<file path="config.mk">
export PLATFORM = sky130hd
export DESIGN_NAME = instruction_fetch
export DESIGN_NICKNAME = d
export VERILOG_FILES = /design/src/rtl/ifetch_pkg.sv /design/src/rtl/ifetch_latency_ctr.sv /design/src/rtl/instruction_fetch.sv
export SDC_FILE = /design/constraint.sdc
export NUM_CORES = 1
export LEC_CHECK = 0
export CAP_MARGIN = 0
export CORE_ASPECT_RATIO = 1.1
export CORE_MARGIN = 2
export CORE_UTILIZATION = 44
export CTS_BUF_LIST = sky130_fd_sc_hd__clkbuf_4 sky130_fd_sc_hd__clkbuf_8 sky130_fd_sc_hd__clkbuf_16
export CTS_CLUSTER_DIAMETER = 30
export DETAILED_ROUTE_END_ITERATION = 10
export PLACE_DENSITY_LB_ADDON = 0.2
export SETUP_SLACK_MARGIN = 0.5
export SYNTH_ARGS = -nofsm -noshare
export SYNTH_HDL_FRONTEND = slang
export SYNTH_SLANG_ARGS = --single-unit
export TNS_END_PERCENT = 30
</file>
<file path="constraint.sdc">
create_clock -name clock -period 2.45 [get_ports clock]
set_clock_uncertainty 0.1 [all_clocks]
set_input_delay 0.6125 -clock clock [delete_from_list [all_inputs] [get_ports clock]]
set_output_delay 0.6125 -clock clock [all_outputs]
set_load 0.02 [all_outputs]
</file>
<file path="src/rtl/ifetch_pkg.sv">
// ifetch_pkg: shared state encoding, instruction constants and reset PC
// for the instruction fetch stage.
package ifetch_pkg;

    localparam logic ENC_WAIT  = 1'b0;
    localparam logic ENC_READY = 1'b1;

    typedef enum logic {
        S_WAIT  = ENC_WAIT,
        S_READY = ENC_READY
    } state_t;

    localparam logic [15:0] INSTR_NOP  = 16'h0000;
    localparam logic [15:0] INSTR_HALT = 16'h0300;

    localparam logic [15:0] DEFAULT_RESET_PC = 16'h0000;

endpackage

</file>
<file path="src/rtl/ifetch_latency_ctr.sv">
// ifetch_latency_ctr: counts memory read latency after a (re)start.
// The primed bit covers the memory's own address-capture edge.
module ifetch_latency_ctr #(
    parameter int MEM_LATENCY = 1
) (
    input  logic clock,
    input  logic resetn,
    input  logic start,
    output logic done
);

    localparam int CW = (MEM_LATENCY > 1) ? $clog2(MEM_LATENCY) : 1;

    logic          primed;
    logic [CW-1:0] cnt;

    assign done = primed && (cnt == CW'(MEM_LATENCY - 1));

    always_ff @(posedge clock) begin
        if (!resetn || start) begin
            primed <= 1'b0;
            cnt    <= '0;
        end else if (!primed) begin
            primed <= 1'b1;
        end else if (!done) begin
            cnt <= cnt + CW'(1);
        end
    end

endmodule

</file>
<file path="src/rtl/instruction_fetch.sv">
// instruction_fetch: PC register, WAIT/READY fetch FSM, instruction latch.
// Define IFETCH_PREFETCH_EN for a 1-entry zero-bubble PC+1 prefetch buffer.
module instruction_fetch
    import ifetch_pkg::*;
#(
    parameter int                ADDR_W      = 16,
    parameter int                MEM_LATENCY = 1,
    parameter logic [ADDR_W-1:0] RESET_PC    = ADDR_W'(DEFAULT_RESET_PC)
) (
    input  logic              clock,
    input  logic              resetn,
    input  logic              pc_increment,
    input  logic              pc_load,
    input  logic [ADDR_W-1:0] pc_load_value,
    output logic [ADDR_W-1:0] imem_addr,
    input  logic [15:0]       imem_rdata,
    output logic [15:0]       current_instruction,
    output logic              instr_valid,
    output logic [ADDR_W-1:0] program_counter,
    output logic              fetch_overrun
);

    state_t            state;
    logic              in_ready;
    logic              req;
    logic              fetch_start;
    logic              fetch_done;
    logic              zero_bubble;
    logic [15:0]       bubble_instr;
    logic [ADDR_W-1:0] pc_next_seq;

    assign in_ready    = (state == S_READY);
    assign req         = pc_increment | pc_load;
    assign pc_next_seq = program_counter + ADDR_W'(1);
    assign fetch_start = in_ready & req & ~zero_bubble;

    ifetch_latency_ctr #(
        .MEM_LATENCY(MEM_LATENCY)
    ) u_fetch_ctr (
        .clock (clock),
        .resetn(resetn),
        .start (fetch_start),
        .done  (fetch_done)
    );

`ifdef IFETCH_PREFETCH_EN
    logic        pvalid;
    logic        prefetching;
    logic        pf_done;
    logic        pf_start;
    logic [15:0] pbuf;

    assign prefetching  = in_ready & ~pvalid;
    assign pf_start     = ~prefetching | zero_bubble;
    // A prefetch completing this very cycle is as good as a full buffer.
    assign zero_bubble  = in_ready & pc_increment & ~pc_load
                        & (pvalid | (prefetching & pf_done));
    assign bubble_instr = pvalid ? pbuf : imem_rdata;
    assign imem_addr    = prefetching ? pc_next_seq : program_counter;

    ifetch_latency_ctr #(
        .MEM_LATENCY(MEM_LATENCY)
    ) u_pf_ctr (
        .clock (clock),
        .resetn(resetn),
        .start (pf_start),
        .done  (pf_done)
    );

    always_ff @(posedge clock) begin
        if (!resetn) begin
            pvalid <= 1'b0;
            pbuf   <= INSTR_NOP;
        end else if (in_ready & req) begin
            pvalid <= 1'b0;
        end else if (prefetching & pf_done) begin
            pvalid <= 1'b1;
            pbuf   <= imem_rdata;
        end
    end
`else
    assign zero_bubble  = 1'b0;
    assign bubble_instr = INSTR_NOP;
    assign imem_addr    = program_counter;
`endif

    always_ff @(posedge clock) begin
        if (!resetn) begin
            state               <= S_WAIT;
            program_counter     <= RESET_PC;
            current_instruction <= INSTR_NOP;
            instr_valid         <= 1'b0;
            fetch_overrun       <= 1'b0;
        end else begin
            fetch_overrun <= ~in_ready & req;
            unique case (state)
                S_WAIT: begin
                    if (fetch_done) begin
                        current_instruction <= imem_rdata;
                        instr_valid         <= 1'b1;
                        state               <= S_READY;
                    end
                end
                S_READY: begin
                    if (pc_load) begin
                        program_counter <= pc_load_value;
                        instr_valid     <= 1'b0;
                        state           <= S_WAIT;
                    end else if (pc_increment) begin
                        program_counter <= pc_next_seq;
                        if (zero_bubble) begin
                            current_instruction <= bubble_instr;
                        end else begin
                            instr_valid <= 1'b0;
                            state       <= S_WAIT;
                        end
                    end
                end
            endcase
        end
    end

endmodule

</file>
==> out/metrics.yaml, run 1 <==
cts_tree: "built"
cp.depth: 1
critPathMaxFanout: 6
grt_max_degree: 18
cp_data_required_time_ns: 1.74
dr.pass1.iters: 4
ys_ff_latch: 37
tightest_slew_ns: 0.6108
crit_family: "buffers and inverters"
crit_type: "flip-flop to output port"
post-route-util_pct: 68.56
synth_edf_count: 0
hp-class: "flip-flop to flip-flop"
antenna_left: 0
cts_sinks: 37
port_buffers: 85
cts_max_path_buffers: 2
syn_nets: 260
max_freq_ghz: 0.4755
hold_depth: 2
critPathCaptureType: "output port"
critPathMaxStageDelay_ns: 0.65
cts_root_buf: "clkbuf_8"
grt_overflow: 0
syn-cell-area_sq_mm: 0.001858
yosysTopAreaCellShare_pct: 39.87
p_int_uw: 989.2
dpl.hpwl_um: 3184
fin_crit_ns: 2.103
maxCapViolations: 0
grt_pass1_wl_um: 6955
combPwrFrac_pct: 21.7
num_rows: 24
wl_per_cell_um: 12.85
worst-path-buf-inv: 1
clk_latency_ns: 0.29
rsz0062_at_grt: "true"
first_global_vias: 1491
clockPowerShare_pct: 30.0
max-slew-margin-rel_pct: 59.17
antenna_found_initial: 0
n_antenna_cell: 0
synthArstFlopShare_pct: 0
syn_to_final_growth_pct: 48.49
gp_congestion: 0.7971
drt_iter0_markers: 98
ys_warn_count: 0
htreeDepth: 2
ios: 86
synth_ff_type: "dfxtp_1"
preCtsSetupSlack_ns: 0.1879
wl_um: 4459
crit_chain: "clkdlybuf4s50_1"
drc: 0
vdd_drop_max_mv: 0.3269
leakage_nw: 1.291
synthCells: 223
worst_slack_ns: 0.3469
drive_gt1_share_pct: 10.51
synthTopCellsByCount: "42 x nand2_1, 37 x dfxtp_1, 16 x buf_4"
worst_setup_path_start_kind: "flip-flop"
arrival_ns: 1.39
synth.avg_cell_area_sq_um: 8.332
post-synth-top-area-cell: "dfxtp_1"
power.switching_uw: 406.9
yosysMostFrequentCell: "nand2_1"
die-width_um: 65.96
netlist_top_cells_area: "dfxtp_1 40%, nand2_1 8.5%, buf_4 6.5%, a21boi_1 4.0%, o21ai_0 3.0%"
period_share_pct: 85.84
cts-buffers-inserted: 5
core-area_sq_mm: 0.004024
seq_power_share_pct: 48.3
swShare_pct: 29.14
start_util_pct: 46.18
vias: 1799
final.setup.tns_ns: 0
slowest_stage: "clkdlybuf4s50_1"
outcome: "finished, final reports clean"
die_area_sq_mm: 0.004759
netlist-cell-type-count: 47
path_clk_slew_ns: 0.07
layout.nets: 331
die_height_um: 72.16
yosysSeqAreaShare_pct: 39.87
hold_violations: 0
maxSlewViolCount: 0
setup_viol: 0
power.density_mw_per_mm2: 506.0
groute.usage.overall_pct: 18.82
ff2ff_path_depth: 5
vias_per_cell: 5.184
## final cells by class
class,instances,area (sq um)
fill,347,1265
timing repair buffer,91,920.9
multi-input combinational,152,914.6
sequential,37,745.7
clock buffer,5,68.82
tap,52,65.06
inverter,7,26.28
clock inverter,3,17.52
## through the flow
step / instance area, sq um / total power [mW] / hold slack [ns] / cells
floorplan: 1858 / 0.8454 / 0.3366 / 223
global placement: 2643 / 0.9972 / 0.3396 / 339
detailed placement: 2643 / 0.9990 / 0.3440 / 339
CTS: 2720 / 1.412 / 0.3571 / 347
global route: 2759 / 1.463 / 0.3758 / 347
finish: 2759 / 1.396 / 0.3557 / 347
## metal layers
layer / up-vias / part of all wire [%] / track usage (%)
met5: - / 0 / 0
met4: 0 / 1.4 / 7.256
met3: 6 / 8.7 / 5.271
met2: 68 / 46 / 29.63
met1: 809 / 44 / 24.56
li1: 916 / - / -
## logic make-up after synthesis
kind of cell	Yosys count	synth area share, %
xor gates and xnor gates	4	1.885
muxes	2	1.077
and+or+nand+nor	84	23.50
adders and majority gates	1	0.6733
AOI/OAI and AO/OA	61	22.09
DFF	37	39.87
buffers and inverters	34	10.91
## what timing repair did
item                                    4_1_cts  5_1_grt
gates resized for setup                      13       16
hold buffers                                  0        0
endpoints found under the setup margin       39       52
buffers inserted                              0        0
## flip-flops by register name, indices dropped and copies added, names as in the netlist
signal,flops
fetch_overrun,1
instr_valid,1
u_fetch_ctr.primed,1
u_fetch_ctr.cnt,1
current_instruction,16
in_ready,1
imem_addr,16
## power groups by stage
| stage | clock network (mW) | logic, mW | registers (mW) |
|---|---|---|---|
| floorplan | 0 | 0.122 | 0.723 |
| global placement | 0 | 0.310 | 0.687 |
| detailed placement | 0 | 0.311 | 0.688 |
| CTS | 0.430 | 0.307 | 0.675 |
| global route | 0.453 | 0.328 | 0.681 |
| finish | 0.419 | 0.303 | 0.675 |
## cell usage in the layout, fill, tap and decap left out, types with 3 or more instances in the layout
cell type / count
a21boi_0: 6
a21boi_1: 10
a21oi_1: 9
a22oi_1: 4
and3_1: 3
buf_4: 6
clkbuf_8: 5
clkdlybuf4s50_1: 60
dfxtp_1: 33
dfxtp_2: 4
dlygate4sd2_1: 10
dlymetal6s2s_1: 15
inv_1: 4
nand2_1: 42
nand3_1: 5
nor2_1: 10
nor3_1: 6
nor4_1: 6
o21ai_0: 11
o21ai_1: 7
xnor2_1: 4
## final timing paths
check,startpoint,endpoint,slack (ns)
max,imem_addr[9],imem_addr[9],0.35
min,current_instruction[14],current_instruction[14],0.36
max reg2reg,imem_addr[0],imem_addr[12],0.65
min reg2reg,current_instruction[14],current_instruction[14],0.36
(Power assumes the default switching activity.)
==> run 2: changes to the inputs <==
--- a/config.mk
+++ b/config.mk
@@ -8,12 +8,13 @@
 export CAP_MARGIN = 0
 export CORE_ASPECT_RATIO = 1.1
 export CORE_MARGIN = 2
-export CORE_UTILIZATION = 44
+export CORE_UTILIZATION = 41
 export CTS_BUF_LIST = sky130_fd_sc_hd__clkbuf_4 sky130_fd_sc_hd__clkbuf_8 sky130_fd_sc_hd__clkbuf_16
 export CTS_CLUSTER_DIAMETER = 30
 export DETAILED_ROUTE_END_ITERATION = 10
 export PLACE_DENSITY_LB_ADDON = 0.2
 export SETUP_SLACK_MARGIN = 0.5
+export SKIP_LAST_GASP = 1
 export SYNTH_ARGS = -nofsm -noshare
 export SYNTH_HDL_FRONTEND = slang
 export SYNTH_SLANG_ARGS = --single-unit
==> constraint.sdc (replaced) <==
create_clock -name clock -period 2.37 [get_ports clock]
set_clock_uncertainty 0.1 [all_clocks]
set_input_delay 0.5925 -clock clock [delete_from_list [all_inputs] [get_ports clock]]
set_output_delay 0.5925 -clock clock [all_outputs]
set_load 0.02 [all_outputs]
==> out/metrics.yaml, run 2 (same netlist as run 1, synthesis figures left out) <==
outcome: "finished, final reports clean"
seq_power_share_pct: 48.3  # about the same
grt_overflow: 0  # unchanged
max-slew-margin-rel_pct: 59.28  # +0.11 points
setup_viol: 0  # unchanged
clk_latency_ns: 0.29  # about the same
vias: 1790  # -0.50%
nFillCells: 423  # +22%
die_height_um: 74.61  # +3.4%
cts-buffers-inserted: 5  # unchanged
vias_per_cell: 5.114  # -1.4%
port_buffers: 85  # unchanged
layout.cells.non_filler: 350  # +0.86%
cts_max_path_buffers: 2  # unchanged
n_antenna_cell: 0  # unchanged
power.density_mw_per_mm2: 520.6  # +2.9%
groute.usage.overall_pct: 17.88  # -0.95 points
start_util_pct: 43.04  # -3.1 points
syn_to_final_growth_pct: 48.96
hold_violations: 0  # unchanged
power.switching_uw: 409.1  # +0.55%
die-width_um: 68.19  # +3.4%
die_area_sq_mm: 0.005087  # +6.9%
holdBufCountCts: 0  # unchanged
swShare_pct: 28.39  # -0.75 points
max_freq_ghz: 0.4984
cp_data_required_time_ns: 1.68  # -0.06 ns
tightest_slew_ns: 0.6108  # -0.00001007 ns
maxSlewViolCount: 0  # unchanged
antenna_found_initial: 0  # unchanged
path_clk_slew_ns: 0.07  # about the same
htreeDepth: 2  # unchanged
hp-class: "flip-flop to flip-flop"
p_int_mw: 1.032  # +4.3%
ios: 86  # unchanged
arrival_ns: 1.31  # -0.08 ns
wl_um: 4481  # +0.49%
final.setup.tns_ns: 0  # unchanged
power.total_mw: 1.441  # +3.2%
drc: 0  # unchanged
slowest_stage: "clkdlybuf4s50_1"
core-area_sq_mm: 0.004317  # +7.3%
drt_iter0_markers: 103  # +5.1%
critPathMaxStageDelay_ns: 0.62  # -0.03 ns
dpl.hpwl_um: 3253  # +2.2%
crit_type: "flip-flop to output port"
maxCapViolations: 0  # unchanged
first_global_vias: 1538  # +3.2%
combPwrFrac_pct: 21.4  # -0.3 points
fin_crit_ns: 2.006
layout_common_cells: "51 x clkdlybuf4s50_1, 42 x nand2_1, 34 x dfxtp_1, 18 x dlymetal6s2s_1, 16 x dlygate4sd2_1"
gp_congestion: 0.9316  # +17%
dpl_cell_area_sq_mm: 0.002653  # +0.38%
rrSetupSlack_ns: 0.62  # -0.03 ns
grt_max_degree: 19  # +1
finalInstanceArea_sq_mm: 0.002768  # +0.32%
vdd_drop_max_mv: 0.2924  # -11%
period_share_pct: 84.66
final_common_cell: "clkdlybuf4s50_1"
placed_cells: 342  # +0.88%
grt_pass1_wl_um: 6962  # +0.10%
antenna_left: 0  # unchanged
drive_gt1_share_pct: 10.47  # -0.036 points
cts_sinks: 37  # unchanged
rsz0062_at_grt: "true"
worst-path-buf-inv: 1  # unchanged
cts_setup_buffers: 0  # unchanged
cts_root_buf: "clkbuf_8"
cts_tree: "built"
num_rows: 25  # +4.2%
layout.nets: 332  # +0.30%
critPathCaptureType: "output port"
crit_family: "buffers and inverters"
clockPowerShare_pct: 30.2  # +0.2 points
dr.pass1.iters: 4  # unchanged
crit_chain: "clkdlybuf4s50_1"
critPathMaxFanout: 7  # +1
leakage_nw: 1.354  # +4.9%
worst_setup_path_start_kind: "flip-flop"
wl_per_cell_um: 12.80  # -0.37%
-- run 2: area by class of cell --
cell class	instances	area, sq um	area share [%]
clock inverter	2	10.01	0.3617
inverter	7	26.28	0.9494
multi-input combinational	152	914.6	33.05
clock buffer	6	76.32	2.758
tap	54	67.56	2.441
timing repair buffer	92	928.4	33.54
sequential	37	744.5	26.90
-- run 2: power by group through the flow --
stage / clock [mW] / sequential [mW] / combinational, mW
6_report: 0.436 / 0.697 / 0.309
5_1_grt: 0.470 / 0.704 / 0.335
4_1_cts: 0.444 / 0.697 / 0.316
2_1_floorplan: 0 / 0.748 / 0.126
3_5_place_dp: 0 / 0.711 / 0.322
3_3_place_gp: 0 / 0.711 / 0.322
-- run 2: timing repair --
action / in CTS / in global routing
cloned: 0 / 0
resized for setup: 18 / 19
pin swaps: 0 / 1
setup endpoints to repair: 59 / 63
-- run 2: layer usage --
layer  track usage, %  vias up  part of all wire, %
met4            4.667        0                 0.96
li1                 -      920                    -
met3            5.900        6                  9.4
met5                0        -                    0
met2            28.80       79                   47
met1            22.98      785                   43
-- run 2: path summary, 6_finish.rpt --
path	to	start	cells after the start
worst min register to register	current_instruction[3]	current_instruction[3]	2
worst max register to register	imem_addr[14]	imem_addr[0]	5
worst min-delay path	current_instruction[3]	current_instruction[3]	2
worst max-delay path	imem_addr[1]	imem_addr[1]	1
-- run 2: stage by stage --
stage	worst slack [ns]	hold WS [ns]	utilization, %
floorplan	0.6382	0.3366	-
global placement	0.1378	0.3403	61.45
detailed placement	0.09607	0.3440	61.45
CTS	0.2520	0.3545	63.04
global route	0.3111	0.3770	64.12
finish	0.3636	0.3519	64.12
==> run 3: changes to the inputs <==
--- a/config.mk
+++ b/config.mk
@@ -8,7 +8,7 @@
 export CAP_MARGIN = 0
 export CORE_ASPECT_RATIO = 1.1
 export CORE_MARGIN = 2
-export CORE_UTILIZATION = 41
+export CORE_UTILIZATION = 37
 export CTS_BUF_LIST = sky130_fd_sc_hd__clkbuf_4 sky130_fd_sc_hd__clkbuf_8 sky130_fd_sc_hd__clkbuf_16
 export CTS_CLUSTER_DIAMETER = 30
 export DETAILED_ROUTE_END_ITERATION = 10
==> constraint.sdc (replaced) <==
create_clock -name clock -period 1.8 [get_ports clock]
set_clock_uncertainty 0.1 [all_clocks]
set_input_delay 0.45 -clock clock [delete_from_list [all_inputs] [get_ports clock]]
set_output_delay 0.45 -clock clock [all_outputs]
set_load 0.02 [all_outputs]
==> out/metrics.yaml, run 3 (same netlist as run 1, synthesis figures left out) <==
min_from: "current_instruction[1]"
rsz0062_at_grt: "true"
htreeDepth: 2  # unchanged
hp-class: "flip-flop to flip-flop"
path_clk_slew_ns: 0.07  # about the same
outcome: "finished, final reports clean"
cts_sinks: 37  # unchanged
crit_type: "flip-flop to output port"
holdPathEnd: "current_instruction[1]"
critPathCaptureType: "output port"
cts_max_path_buffers: 2  # unchanged
layout_common_cells: "44 x buf_6, 42 x nand2_1, 34 x buf_4, 32 x clkdlybuf4s50_1, 16 x dfxtp_4"
wl_um: 5207  # +16%
power.density_mw_per_mm2: 613.0  # +18%
worst-path-buf-inv: 1  # unchanged
fin_crit_ns: 1.490
crit_family: "buffers and inverters"
core-area_sq_mm: 0.004932  # +14%
drc: 0  # unchanged
final.setup.tns_ns: 0  # unchanged
setup_viol: 0  # unchanged
ios: 86  # unchanged
dr.pass1.iters: 4  # unchanged
preCtsSetupSlack_ns: -0.2303  # -0.3264 ns
max_freq_ghz: 0.6711
arrival_ns: 0.94  # -0.37 ns
wl_per_cell_um: 13.45  # +5.1%
leakage_nw: 1.340  # -1.0%
die_height_um: 78.33  # +5.0%
crit_chain: "dlygate4sd2_1"
die-width_um: 71.57  # +5.0%
vdd_drop_max_mv: 0.4193  # +43%
tightest_slew_ns: 0.2761  # -0.3347 ns
cts_root_buf: "clkbuf_8"
cp_data_required_time_ns: 1.25  # -0.43 ns
rrSetupSlack_ns: 0.32  # -0.30 ns
grt_pass1_wl_um: 8424  # +21%
groute.usage.overall_pct: 18.92  # +1.0 points
vias_per_cell: 5.036  # -1.5%
max-slew-margin-rel_pct: 81.44  # +22 points
syn_to_final_growth_pct: 75.15
ff2ff_path_depth: 6  # +1
dpl_cell_area_sq_mm: 0.002855  # +7.6%
clk_latency_ns: 0.29  # about the same
layout.nets: 365  # +9.9%
n_antenna_cell: 0  # unchanged
gp_congestion: 0.8257  # -11%
drt_iter0_markers: 53  # -49%
antenna_left: 0  # unchanged
critPathMaxFanout: 2  # -5
period_share_pct: 82.79
num_rows: 27  # +8.0%
finalInstanceArea_sq_mm: 0.003254  # +18%
slowest_stage: "dlygate4sd2_1"
dpl.hpwl_um: 3454  # +6.2%
vias: 1949  # +8.9%
worst_slack_ns: 0.3098  # -0.05377 ns
grt_max_degree: 18  # -1
worstSetupStartpoint: "current_instruction[1]"
grt_overflow: 0  # unchanged
first_global_vias: 1842  # +20%
start_util_pct: 37.67  # -5.4 points
drive_gt1_share_pct: 44.68  # +34 points
reg2reg_from: "imem_addr[6]"
cts-buffers-inserted: 5  # unchanged
port_buffers: 85  # unchanged
maxSlewViolCount: 0  # unchanged
final_common_cell: "buf_6"
hold_depth: 2  # unchanged
die_area_sq_mm: 0.005605  # +10%
worst_setup_path_start_kind: "flip-flop"
hold_violations: 0  # unchanged
maxCapViolations: 0  # unchanged
cts_tree: "built"
critPathMaxStageDelay_ns: 0.33  # -0.29 ns
antenna_found_initial: 0  # unchanged
r2r_end: "imem_addr[13]"
[run 3: cell count changes in the layout (fill, tap and decap cells not counted), moves of 3 or more]
cell,before,now
dlymetal6s2s_1,18,0
nand3_1,5,2
clkdlybuf4s15_1,0,6
nand3_4,0,3
nor4_1,6,2
clkdlybuf4s50_1,51,32
buf_4,7,34
dfxtp_1,34,10
clkdlybuf4s15_2,0,3
dfxtp_4,0,16
buf_6,0,44
dlygate4sd2_1,16,2
dfxtp_2,3,11
[run 3: how the worst max path moves through the flow]
stage,to,depth (start not counted)
2_1_floorplan,imem_addr[11],4
3_3_place_gp,imem_addr[14],7
3_5_place_dp,imem_addr[14],7
4_1_cts,current_instruction[12],1
5_1_grt,imem_addr[13],6
6_report,current_instruction[1],1
[run 3: power by group]
part           internal [mW]  switching (mW)
sequential             0.860          0.0580
clock                  0.283           0.298
combinational          0.267           0.228
[run 3: repair_timing]
item	CTS	global route
hold buffers	0	0
pin swaps	2	4
setup endpoints to repair	87	82
resized for setup	223	79
setup buffers	18	5
[run 3: final cells by class]
class / instances / area [sq um]
Timing Repair Buffer: 125 / 1202
Sequential cell: 37 / 814.5
Inverter: 7 / 26.28
Multi-Input combinational cell: 152 / 1052
Clock buffer: 6 / 76.32
Clock inverter: 2 / 10.01
Fill cell: 422 / 1678
Tap cell: 58 / 72.57
[run 3: metal layers]
layer	wire length [um]	GRT usage (%)
met4	96	8.491
met5	0	0
met2	2542	30.65
met3	345	5.006
met1	2222	23.34
[run 3: stage by stage]
step	cells	hold slack, ns	utilization, %	power [mW]
after floorplan	223	0.3366	-	1.152
after global placement	356	0.3400	57.89	1.382
after detailed placement	356	0.3439	57.89	1.386
after CTS	382	0.3515	64.00	1.979
after global routing	387	0.3870	65.98	2.094
final	387	0.3548	65.98	1.995
